===== src/rtl/mips_alu_pkg.sv =====
// Shared definitions for the MIPS-style execute-stage ALU.
// Holds the ALUctr operation encodings used by the ALU and by any decoder
// that drives it.
package mips_alu_pkg;

  localparam int unsigned CTRL_W = 3;

  // ALUctr encodings. Bit 2 selects subtraction in the shared adder and
  // bit 0 selects signed behaviour for the compare.
  localparam logic [CTRL_W-1:0] ALU_ADDU = 3'b000;
  localparam logic [CTRL_W-1:0] ALU_ADD  = 3'b001;
  localparam logic [CTRL_W-1:0] ALU_OR   = 3'b010;
  localparam logic [CTRL_W-1:0] ALU_RSVD = 3'b011;
  localparam logic [CTRL_W-1:0] ALU_SUBU = 3'b100;
  localparam logic [CTRL_W-1:0] ALU_SUB  = 3'b101;
  localparam logic [CTRL_W-1:0] ALU_SLTU = 3'b110;
  localparam logic [CTRL_W-1:0] ALU_SLT  = 3'b111;

endpackage


===== src/rtl/mips_alu_addsub.sv =====
// Combinational add/subtract unit shared by arithmetic and compare.
// Ports:
//   a, b      - WIDTH-bit operands
//   sub       - 1 selects a - b (b inverted, carry-in 1), 0 selects a + b
//   sum       - WIDTH-bit sum, wraps modulo 2^WIDTH
//   carry_out - carry out of the most significant bit
//   ovf       - two's-complement overflow of this add/subtract
module alu_addsub #(
  parameter int unsigned WIDTH = 32
) (
  input  logic [WIDTH-1:0] a,
  input  logic [WIDTH-1:0] b,
  input  logic             sub,
  output logic [WIDTH-1:0] sum,
  output logic             carry_out,
  output logic             ovf
);

  logic [WIDTH-1:0] bx;

  assign bx = b ^ {WIDTH{sub}};

  // One extra bit captures the carry; sub doubles as the carry-in so that
  // a + ~b + 1 gives two's-complement subtraction.
  assign {carry_out, sum} = {1'b0, a} + {1'b0, bx} + {{WIDTH{1'b0}}, sub};

  // Overflow: operands of equal sign (after inversion) yield a sum whose
  // sign differs from them.
  assign ovf = (a[WIDTH-1] == bx[WIDTH-1]) && (sum[WIDTH-1] != a[WIDTH-1]);

endmodule


===== src/rtl/mips_alu.sv =====
// 32-bit MIPS-style integer ALU for the execute stage.
// Performs addu/add/or/subu/sub/sltu/slt selected by ALUctr; all outputs are
// registered, giving one cycle of latency and one operation per cycle.
// Ports:
//   clk         - system clock, rising edge
//   rst         - synchronous active-high reset
//   A, B        - operands
//   ALUctr      - operation select (see mips_alu_pkg)
//   Result      - selected operation result
//   Zero        - Result is all zeros
//   Overflow    - signed overflow, only for add and sub
//   Add_Result  - adder/subtractor output for every code
//   Less_Result - compare result, zero-extended 0/1
//   OR_Result   - A | B
module mips_alu
  import mips_alu_pkg::*;
#(
  parameter int unsigned WIDTH = 32
) (
  input  logic              clk,
  input  logic              rst,
  input  logic [WIDTH-1:0]  A,
  input  logic [WIDTH-1:0]  B,
  input  logic [CTRL_W-1:0] ALUctr,
  output logic [WIDTH-1:0]  Result,
  output logic              Zero,
  output logic              Overflow,
  output logic [WIDTH-1:0]  Add_Result,
  output logic [WIDTH-1:0]  Less_Result,
  output logic [WIDTH-1:0]  OR_Result
);

  logic             sub;
  logic [WIDTH-1:0] sum;
  logic             carry_out;
  logic             add_ovf;

  logic             less_bit;
  logic [WIDTH-1:0] less_d;
  logic [WIDTH-1:0] or_d;
  logic [WIDTH-1:0] result_d;
  logic             ovf_d;

  assign sub = ALUctr[2];

  alu_addsub #(.WIDTH(WIDTH)) u_addsub (
    .a         (A),
    .b         (B),
    .sub       (sub),
    .sum       (sum),
    .carry_out (carry_out),
    .ovf       (add_ovf)
  );

  assign or_d = A | B;

  // The compare reuses the shared adder, which subtracts for the slt codes:
  // unsigned less is the missing carry, signed less is the sign corrected
  // for overflow.
  assign less_bit = ALUctr[0] ? (sum[WIDTH-1] ^ add_ovf) : ~carry_out;
  assign less_d   = {{(WIDTH-1){1'b0}}, less_bit};

  // NOTE: every output of this block gets a default before the case so no
  // path leaves it unassigned, which would infer a latch.
  always_comb begin
    result_d = '0;
    ovf_d    = 1'b0;
    unique case (ALUctr)
      ALU_ADDU, ALU_SUBU: result_d = sum;
      ALU_ADD,  ALU_SUB: begin
        result_d = sum;
        ovf_d    = add_ovf;
      end
      ALU_OR:             result_d = or_d;
      ALU_SLTU, ALU_SLT:  result_d = less_d;
      ALU_RSVD:           result_d = '0;
      default:            result_d = '0;
    endcase
  end

  // NOTE: registered state uses non-blocking assignments so every flop
  // samples the pre-edge values regardless of statement order.
  always_ff @(posedge clk) begin
    if (rst) begin
      Result      <= '0;
      Zero        <= 1'b1;
      Overflow    <= 1'b0;
      Add_Result  <= '0;
      Less_Result <= '0;
      OR_Result   <= '0;
    end else begin
      Result      <= result_d;
      Zero        <= (result_d == '0);
      Overflow    <= ovf_d;
      Add_Result  <= sum;
      Less_Result <= less_d;
      OR_Result   <= or_d;
    end
  end

endmodule


===== config.mk =====
export PLATFORM = sky130hd
export DESIGN_NAME = mips_alu
export DESIGN_NICKNAME = d
export VERILOG_FILES = /design/src/rtl/mips_alu_pkg.sv /design/src/rtl/mips_alu_addsub.sv /design/src/rtl/mips_alu.sv
export SDC_FILE = /design/constraint.sdc
export NUM_CORES = 1
export LEC_CHECK = 0
export ABC_AREA = 1
export BUFFER_PORTS_ARGS = -buffer_cell sky130_fd_sc_hd__buf_4
export CAP_MARGIN = 20
export CORE_MARGIN = 1
export CORE_UTILIZATION = 50
export DETAILED_ROUTE_END_ITERATION = 8
export PLACE_DENSITY = 0.87
export SYNTH_ARGS = -nofsm -noshare
export SYNTH_HDL_FRONTEND = slang
export SYNTH_HIERARCHICAL = 1
export SYNTH_SLANG_ARGS = --single-unit

===== constraint.sdc =====
create_clock -name clk -period 4.63 [get_ports clk]
set_input_delay 0.463 -clock clk [delete_from_list [all_inputs] [get_ports clk]]
set_output_delay 0.463 -clock clk [all_outputs]
set_load 0.1 [all_outputs]

**After elaboration in Yosys (flattened, before gate mapping)**

Index checks and enable logic that the tools add are counted.

- Bits in registers: 130
- Input bits: 69
- Output and inout bits: 130
- Word-level logic and storage cells: 32

- Add/sub/neg operators: 2
- Equality and inequality tests: 9
- Mux-type cells: 2
- Bitwise gates (word level): 5
- Reduce and logical (&&, ||, !) cells: 7

Operator list:

| operator | count |
|---|---|
| $pmux 32 s4 | 1 |
| $add 32x32->33 | 1 |
| $add 33x1->33 | 1 |
| $logic_not 32->1 | 1 |
| $or 32x32->32 | 1 |
| $xor 32x32->32 | 1 |
| $eq 3x3->1 const B | 4 |
| $eq 3x2->1 const B | 2 |
| $reduce_or 2->1 | 3 |
| $reduce_or 4->1 | 1 |
| $eq 3x1->1 const B | 1 |
| $logic_not 3->1 | 1 |
| $not 1->1 | 2 |
| $eq 1x1->1 | 1 |
| $logic_and 1x1->1 | 1 |
| $mux 1 | 1 |
| $ne 1x1->1 | 1 |
| $xor 1x1->1 | 1 |

**Longest topological paths before layout**

Gate-level depths: netlist of the first run.

- Depth in word-level cells: 9
- Mapped depth: 25
- Gate-level depth less buffers: 24

**Cells and area by module**

The synthesis of the first run kept the hierarchy.

By module, submodules not included:

| module | instances | cells an instance | area each (um^2) | seq. area each (um^2) |
|---|---|---|---|---|
| mips_alu | 1 | 471 | 3676.0 | 1981.9 |
| alu_addsub | 1 | 419 | 2346.0 | 0.0 |

**Least setup slack after synthesis of the first run**

Ideal clock, no wire load.

- Kind: input to register
- From: in ALUctr[2]
- To: reg Zero
- Setup time: 0.068 ns
- Arrival time: 2.723 ns
- Data required time: 4.562 ns
- Slack: 1.839 ns
- Stages on the path: 21
- Path buffers: 2
- Path through: buf_6 buf_2 xor2_1 ha_1 nand2_1 nor2_1 nand2_2 nand2_2 nand2_1 nand2_2 nand2_2 nand2_2 xor2_1 inv_1 nand2_1 nand3_1 nand3_1 nand2_1 o21ai_0 nand3_1 o21bai_2

- Cells in the longest elaborated chain, start to end: 9
- Elaborated cells on any way between the ends: 21
- Those cells by class: 2 x add/sub; 9 x eq/ne; 2 x mux; 3 x bitwise; 5 x reduce/logical

Ends and longest elaborated chain:

| item | line | text |
|---|---|---|
| start: declaration | mips_alu.sv:24 | `input logic [CTRL_W-1:0] ALUctr,` |
| $xor 32x32->32 | mips_alu_addsub.sv:21 | `assign bx = b ^ {WIDTH{sub}};` |
| $add 32x32->33 | mips_alu_addsub.sv:25 | `assign {carry_out, sum} = {1'b0, a} + {1'b0, bx} + {{WIDTH{1'b0}}, sub};` |
| $add 33x1->33 (*) | mips_alu_addsub.sv:25 |  |
| via sum[31] | mips_alu.sv:34 | `logic [WIDTH-1:0] sum;` |
| $ne 1x1->1 | mips_alu_addsub.sv:29 | `assign ovf = (a[WIDTH-1] == bx[WIDTH-1]) && (sum[WIDTH-1] != a[WIDTH-1]);` |
| $logic_and 1x1->1 | mips_alu_addsub.sv:29 |  |
| $xor 1x1->1 | mips_alu.sv:60 | `assign less_bit = ALUctr[0] ? (sum[WIDTH-1] ^ add_ovf) : ~carry_out;` |
| $mux 1 | mips_alu.sv:60 |  |
| $pmux 32 s4 (*) | mips_alu.sv:68 | `unique case (ALUctr)` |
| $logic_not 32->1 (*) | mips_alu.sv:93 | `Zero <= (result_d == '0);` |
| end signal: assignment | mips_alu.sv:93 |  |
| end: declaration | mips_alu.sv:26 | `output logic Zero,` |

The timed path passes the listed nets; every way through them passes the cells marked *.
A chain may end at the register's enable or synchronous reset.

**Final worst setup path of the first run**

Same ends and word-level chain as after synthesis.

==> flow_summary_export.csv, run 1 <==
group,metric,value,unit
run_status,status,"finished, violations left",
run_status,violations,"design-rule violations",
timing,relSlewSlack,0.340,
hold_path,hp-start,"A[13]",
critical_path,cp_top_family,"simple AND/OR/NAND/NOR gates",
route,drt-initial-drc-count,362,
cells_and_area,drive_gt1_frac,0.202,
synthesis,ys_seq_area_frac,0.329,
clocking,postCtsSetupBuffers,0,
synthesis,ys_types,36,
route,drcViolationCount,14,
critical_path,path_max_fanout,34,
synthesis,synthTopCellsByCount,"181 x nand2_1, 168 x nor2_1, 124 x inv_1",
timing,finalMaxSlewViolations,0,
floorplanning,initial_core_util,0.521,
critical_path,slowest_delay,480,ps
route,wire_per_inst,13.9,um
timing,finalCriticalPeriod,3310,ps
synthesis,synth.top_cell.area_share,0.329,
global_routing,grt_max_degree,100,
global_routing,track_usage,0.270,
route,firstDrtPassIters,9,
synthesis,syn_area_per_cell,6.77,um^2
route,wl,16.6,mm
cells_and_area,antennaDiodeCount,0,
run,maxCapViolations,0,
timing,hold_viol,0,
cells_and_area,area_growth,24.1,%
clocking,cts_resized,0,
place,hpwl,12.9,mm
timing,period_share,0.714,
global_routing,grt_pass1_vias,5607,
critical_path,critPathKind,"primary input to flop",
critical_path,arrival,3610,ps
global_routing,antenna_found_initial,0,
clocking,clk_pin_slew_worst_paths,70,ps
route,vias_per_cell,4.92,
critical_path,crit_buf_inv,4,
synthesis,ys_top_cells_by_area,"dfxtp_1 33%, nand2_1 11%, nor2_1 10%",
place,io_buffers,167,
critical_path,worst_ep_required_time,4930,ps
hold_path,hold_class,"primary input to flop",
global_routing,grt_pass1_wl,26.7,mm
clocking,numCtsBuffers,9,
hold_path,hold_depth,3,
pwr,ir_drop,360,uV
timing,setup_tns,0,ps
synthesis,syn_area,6020,um^2
clocking,hold_buffers,0,
hold_path,hold_path_end,"OR_Result[13]",
global_routing,grt.overflow.total,0,
route,vias,5850,
floorplanning,die_area,12500,um^2
synthesis,ys.flop_type,"dfxtp_1",
route,drtAntennaViolNets,0,
cells_and_area,layout.nets,1145,
clocking,cts_tree,"done",
pwr,power_density,479,nW/um^2
clocking,clock_sinks,99,
timing,setup_violations,0,
clocking,clock_tree.root_cell,"clkbuf_16",
clocking,clockBufferDepth,2,
synthesis,ys_warn_count,6,
timing,rsz0062_at_grt,"no",
synthesis,synthCells,890,
synthesis,synthArstFlopShare,0,
synthesis,ys_seq_elements,99,
critical_path,end_kind,"flop",
floorplanning,rows,39,
synthesis,yosysTopAreaCell,"dfxtp_1",
critical_path,path_cells,"buf_4 > xnor2_1 > inv_1 > ha_1 > nand2_1 > inv_1 > nand2_2 > nand2_2 > nand2_2 > nand2_2 > nand2_1 > nand2_2 > nand2_2 > nand2_2 > xor2_1 > inv_1 > nand2_1 > nand3_1 > nand3_1 > nand2_1 > o21ai_0 > nand3_1 > o21bai_2",
critical_path,crit_slowest_cell,"buf_4",
floorplanning,die_y,112,um
floorplanning,die_w,112,um
clocking,htree_levels,3,
pwr,p_leak,0.00403,uW
synthesis,synth.most_common_cell,"nand2_1",
floorplanning,ios,199,
critical_path,cp_common_cell,"nand2_2",
place,place_inst,1176,
synthesis,synth-edff-count,0,
cells_and_area,instances_no_fill,1190,
place,globalplace.congestion,0.939,
floorplanning,core-area,11600,um^2
timing,tightest_slew,990,ps
critical_path,start_kind,"primary input",
timing,fmax,302,MHz
-- stage by stage --
step,power [uW],utilization,worst slack (ps),area [um^2],hold slack (ps)
final,3580,0.646,1320,7480,341
after global routing,3760,0.646,1010,7480,352
after CTS,3580,0.646,1350,7480,341
after detailed placement,2810,0.621,1030,7180,704
after global placement,2800,0.621,1090,7180,703
after floorplan,2450,-,1840,6130,589
-- registers in the layout, indices dropped and copies added, names as in the netlist --
signal,flops
Less_Result,1
Overflow,1
Zero,1
Result,32
OR_Result,32
Add_Result,32
-- layout by cell type (no fill, tap or decap), drive strengths merged, types with 6 or more instances in the layout --
cell type,instances
nor2,171
a21oi,57
inv,126
conb,31
nand2,199
dfxtp,99
xor2,49
clkbuf,11
nand3,39
ha,31
o21ai,34
o21bai,6
buf,167
-- tightest hold or removal path: stages --
cell and delay (ps):
buf_4 90, nor2_1 40, nor2_1 70
-- power by group --
group | switching (uW) | internal [uW] | leakage (uW)
Sequential | 29.6 | 956 | 0.000825
Clock | 309 | 466 | 0.000145
Combinational | 1420 | 405 | 0.00306
Total | 1760 | 1830 | 0.00403
-- cells by family (layout without fill, tap and decap cells) --
group / Yosys count / after routing / synth area share
AOI/OAI and AO/OA: 106 / 106 / 0.0983
and+or+nand+nor: 420 / 420 / 0.285
xor gates and xnor gates: 52 / 52 / 0.0756
adders and majority gates: 32 / 32 / 0.0677
other: 1 / 31 / 0.000623
DFF: 99 / 99 / 0.329
buffers and inverters: 180 / 307 / 0.144
-- metal layers --
| layer | global-route usage | wire, um | up-vias |
|---|---|---|---|
| li1 | - | - | 2984 |
| met1 | 0.340 | 7310 | 2617 |
| met2 | 0.438 | 7550 | 216 |
| met3 | 0.0670 | 1240 | 33 |
| met4 | 0.120 | 448 | 0 |
| met5 | 0 | 0 | - |
-- worst max path at each step --
stage | startpoint | end | slack, ps | depth (start not counted)
after floorplan | ALUctr[2] | Zero | 1840 | 21
after global placement | ALUctr[2] | Zero | 1090 | 20
after detailed placement | ALUctr[2] | Zero | 1030 | 23
after CTS | ALUctr[2] | Zero | 1350 | 23
after global routing | ALUctr[2] | Zero | 1010 | 23
final | ALUctr[2] | Zero | 1320 | 23
-- cell type report --
cell class                      instances  area, um^2
Inverter                              126         475
Multi-Input combinational cell        641        3290
Tap cell                              143         179
Fill cell                            1027        4090
Clock buffer                           11         233
Sequential cell                        99        1980
Clock inverter                          3        65.1
Timing Repair Buffer                  167        1250
Power figures use the tool's default switching activity.
==> run 2, diff against run 1 <==
--- a/config.mk
+++ b/config.mk
@@ -5,13 +5,13 @@
 export SDC_FILE = /design/constraint.sdc
 export NUM_CORES = 1
 export LEC_CHECK = 0
-export ABC_AREA = 1
+export ABC_AREA = 0
 export BUFFER_PORTS_ARGS = -buffer_cell sky130_fd_sc_hd__buf_4
 export CAP_MARGIN = 20
 export CORE_MARGIN = 1
 export CORE_UTILIZATION = 50
 export DETAILED_ROUTE_END_ITERATION = 8
-export PLACE_DENSITY = 0.87
+export PLACE_DENSITY = 0.88
 export SYNTH_ARGS = -nofsm -noshare
 export SYNTH_HDL_FRONTEND = slang
 export SYNTH_HIERARCHICAL = 1
==> constraint.sdc (replaced) <==
create_clock -name clk -period 3.3 [get_ports clk]
set_input_delay 0.33 -clock clk [delete_from_list [all_inputs] [get_ports clk]]
set_output_delay 0.33 -clock clk [all_outputs]
set_load 0.1 [all_outputs]
==> run 2 against run 1 <==
Net effect:
- the run now ends clean
- hold slack worse by 140 ps
- sequential share of layout area is 1.9 points lower
- final area is 7.6% higher
- highest routed layer unchanged
- largest power group unchanged
- first-iteration DRC count is 44% higher
- die area is 5.4% lower
==> flow_summary_export.csv, run 2 <==
group,metric,value,unit
clocking,numCtsBuffers,9,
cells_and_area,final_common_cell,"buf_4",
global_routing,grt.overflow.total,0,
route,vias,5935,
place,globalplace.congestion,0.959,
route,drcViolationCount,0,
clocking,clock_sinks,99,
cells_and_area,reg_top3,"Add_Result (32), OR_Result (32), Result (32)",
place,hpwl,13.9,mm
route,drt-initial-drc-count,520,
cells_and_area,seqCellArea,1980,um^2
cells_and_area,drive_gt1_frac,0.356,
timing,setup_violations,0,
pwr,power.internal,2750,uW
synthesis,synth.top_cell.area_share,0.348,
route,wire_per_inst,17.6,um
critical_path,path_cells,"buf_4 > xor2_2 > inv_1 > fa_2 > nand2b_4 > a211o_1 > a31oi_4 > nand3_2 > a311oi_4 > a21o_1 > a21oi_1 > xnor2_2 > nor4_2 > a21oi_1 > a31oi_1 > a41o_1",
cells_and_area,area_growth,41.3,%
hold_path,hold_class,"primary input to flop",
pwr,ir_drop,533,uV
global_routing,grt_pass1_vias,5423,
synthesis,yosysTopAreaCell,"dfxtp_1",
synthesis,syn_area,5690,um^2
floorplanning,rows,38,
floorplanning,initial_core_util,0.518,
clocking,hold_buffers,0,
pwr,combPwrFrac,0.551,
synthesis,ys_seq_elements,99,
critical_path,worst_ep_required_time,3600,ps
clocking,clk_pin_slew_worst_paths,80,ps
clocking,clockBufferDepth,2,
pwr,power.switching,2660,uW
floorplanning,die_area,11800,um^2
route,vias_per_cell,5.70,
clocking,clock_tree.root_cell,"clkbuf_16",
timing,period_share,0.998,
synthesis,ys_types,55,
floorplanning,core-area,11000,um^2
hold_path,hold_path_end,"OR_Result[12]",
route,drtAntennaViolNets,0,
pwr,power_frac_clock,0.191,
critical_path,end_kind,"flop",
place,dpl-instance-area,7570,um^2
pwr,power_density,673,nW/um^2
synthesis,synth.most_common_cell,"dfxtp_1",
global_routing,track_usage,0.303,
place,io_buffers,167,
cells_and_area,post-route-util,0.732,
timing,fmax,304,MHz
clocking,htree_levels,3,
run_status,status,"finished clean",
floorplanning,die_y,109,um
critical_path,cp_top_family,"compound AO/OA/AOI/OAI gates",
cells_and_area,fillers,784,
synthesis,ys_warn_count,6,
timing,rsz0062_at_grt,"yes",
synthesis,ys.flop_type,"dfxtp_1",
route,firstDrtPassIters,6,
timing,tightest_slew,983,ps
route,wl,18.3,mm
timing,finalMaxSlewViolations,0,
synthesis,ys_top_cells_by_area,"dfxtp_1 35%, ha_1 6.8%, xor2_1 6.6%",
cells_and_area,layout_common_cells,"262 x buf_4, 99 x dfxtp_1, 90 x nor2_1, 51 x a21oi_1, 41 x xor2_1",
run,maxCapViolations,0,
timing,hold_viol,0,
floorplanning,die_w,109,um
floorplanning,ios,199,
pwr,p_sw_frac,0.491,
hold_path,hp-start,"A[12]",
critical_path,critPathKind,"primary input to flop",
cells_and_area,antennaDiodeCount,0,
global_routing,grt_pass1_wl,27.4,mm
critical_path,start_kind,"primary input",
critical_path,cp_common_cell,"a21oi_1",
cells_and_area,layout.nets,998,
synthesis,ys_seq_area_frac,0.348,
critical_path,crit_slowest_cell,"a311oi_4",
critical_path,path_max_fanout,5,
pwr,p_leak,0.00380,uW
synthesis,synth-edff-count,0,
cells_and_area,multi_input_area,3560,um^2
synthesis,synthArstFlopShare,0,
timing,relSlewSlack,0.345,
cells_and_area,final_cell_area,8040,um^2
hold_path,hold_depth,3,
clocking,cts_tree,"done",
synthesis,syn_area_per_cell,8.69,um^2
global_routing,grt_max_degree,100,
global_routing,antenna_found_initial,0,
critical_path,slowest_delay,370,ps
critical_path,crit_buf_inv,2,
pwr,seq_power_share,0.258,
critical_path,arrival,3590,ps
synthesis,synthCells,655,
synthesis,synthTopCellsByCount,"99 x dfxtp_1, 90 x nor2_1, 52 x a21oi_1",
timing,finalCriticalPeriod,3290,ps
[run 2: worst max-delay path by stage]
stage	start	end	slack [ps]	cells past startpoint
after floorplan	ALUctr[2]	Zero	-20	16
after global placement	ALUctr[2]	Zero	-250	16
after detailed placement	ALUctr[2]	Zero	-370	16
after CTS	ALUctr[2]	Zero	5	16
after global routing	ALUctr[2]	Zero	-150	16
final	ALUctr[2]	Zero	8	16
[run 2: power by group through the flow]
stage	clock [uW]	combinational [uW]	sequential, uW
6_report	1030	2980	1400
5_1_grt	1080	3090	1410
4_1_cts	1020	2890	1400
3_5_place_dp	0	2860	1430
3_3_place_gp	0	2830	1420
2_1_floorplan	0	951	2540
[run 2: kinds of logic (layout without fill, tap and decap cells)]
logic type	after synthesis	after routing	synth area share
flip-flops	99	99	0.348
AO/OA/AOI/OAI	125	125	0.151
multiplexers	13	13	0.0237
XOR/XNOR	62	62	0.0954
buffers and inverters	74	291	0.0749
adder cells (fa/ha/maj)	32	32	0.0716
AND/OR/NAND/NOR	249	249	0.234
other	1	31	0.000659
[run 2: area by class of cell]
type | instances | area share
Multi-Input combinational cell | 512 | 0.443
Tap cell | 140 | 0.0218
Timing Repair Buffer | 264 | 0.248
Inverter | 11 | 0.00513
Clock inverter | 7 | 0.00762
Clock buffer | 9 | 0.0280
Sequential cell | 99 | 0.246
[run 2: stage by stage]
stage | setup TNS, ps | hold slack [ps] | cells | worst slack, ps | total power [uW]
finish | 0 | 205 | 1042 | 8.10 | 5410
global placement | -443 | 575 | 1020 | -251 | 4250
detailed placement | -775 | 576 | 1020 | -367 | 4290
global route | -145 | 230 | 1042 | -145 | 5580
floorplan | -22.7 | 451 | 685 | -22.7 | 3490
CTS | 0 | 210 | 1037 | 4.87 | 5310
[run 2: what timing repair did]
item,in CTS,in global routing
pin swaps,2,24
endpoints found under the setup margin,1,3
gates resized for setup,1,19
endpoints found under the hold margin,0,0
setup buffers,1,5
[run 2: routing by layer]
| layer | GRT usage | part of all wire |
|---|---|---|
| met1 | 0.378 | 0.40 |
| met2 | 0.513 | 0.47 |
| met3 | 0.0490 | 0.087 |
| met4 | 0.133 | 0.037 |
| met5 | 0 | 0 |
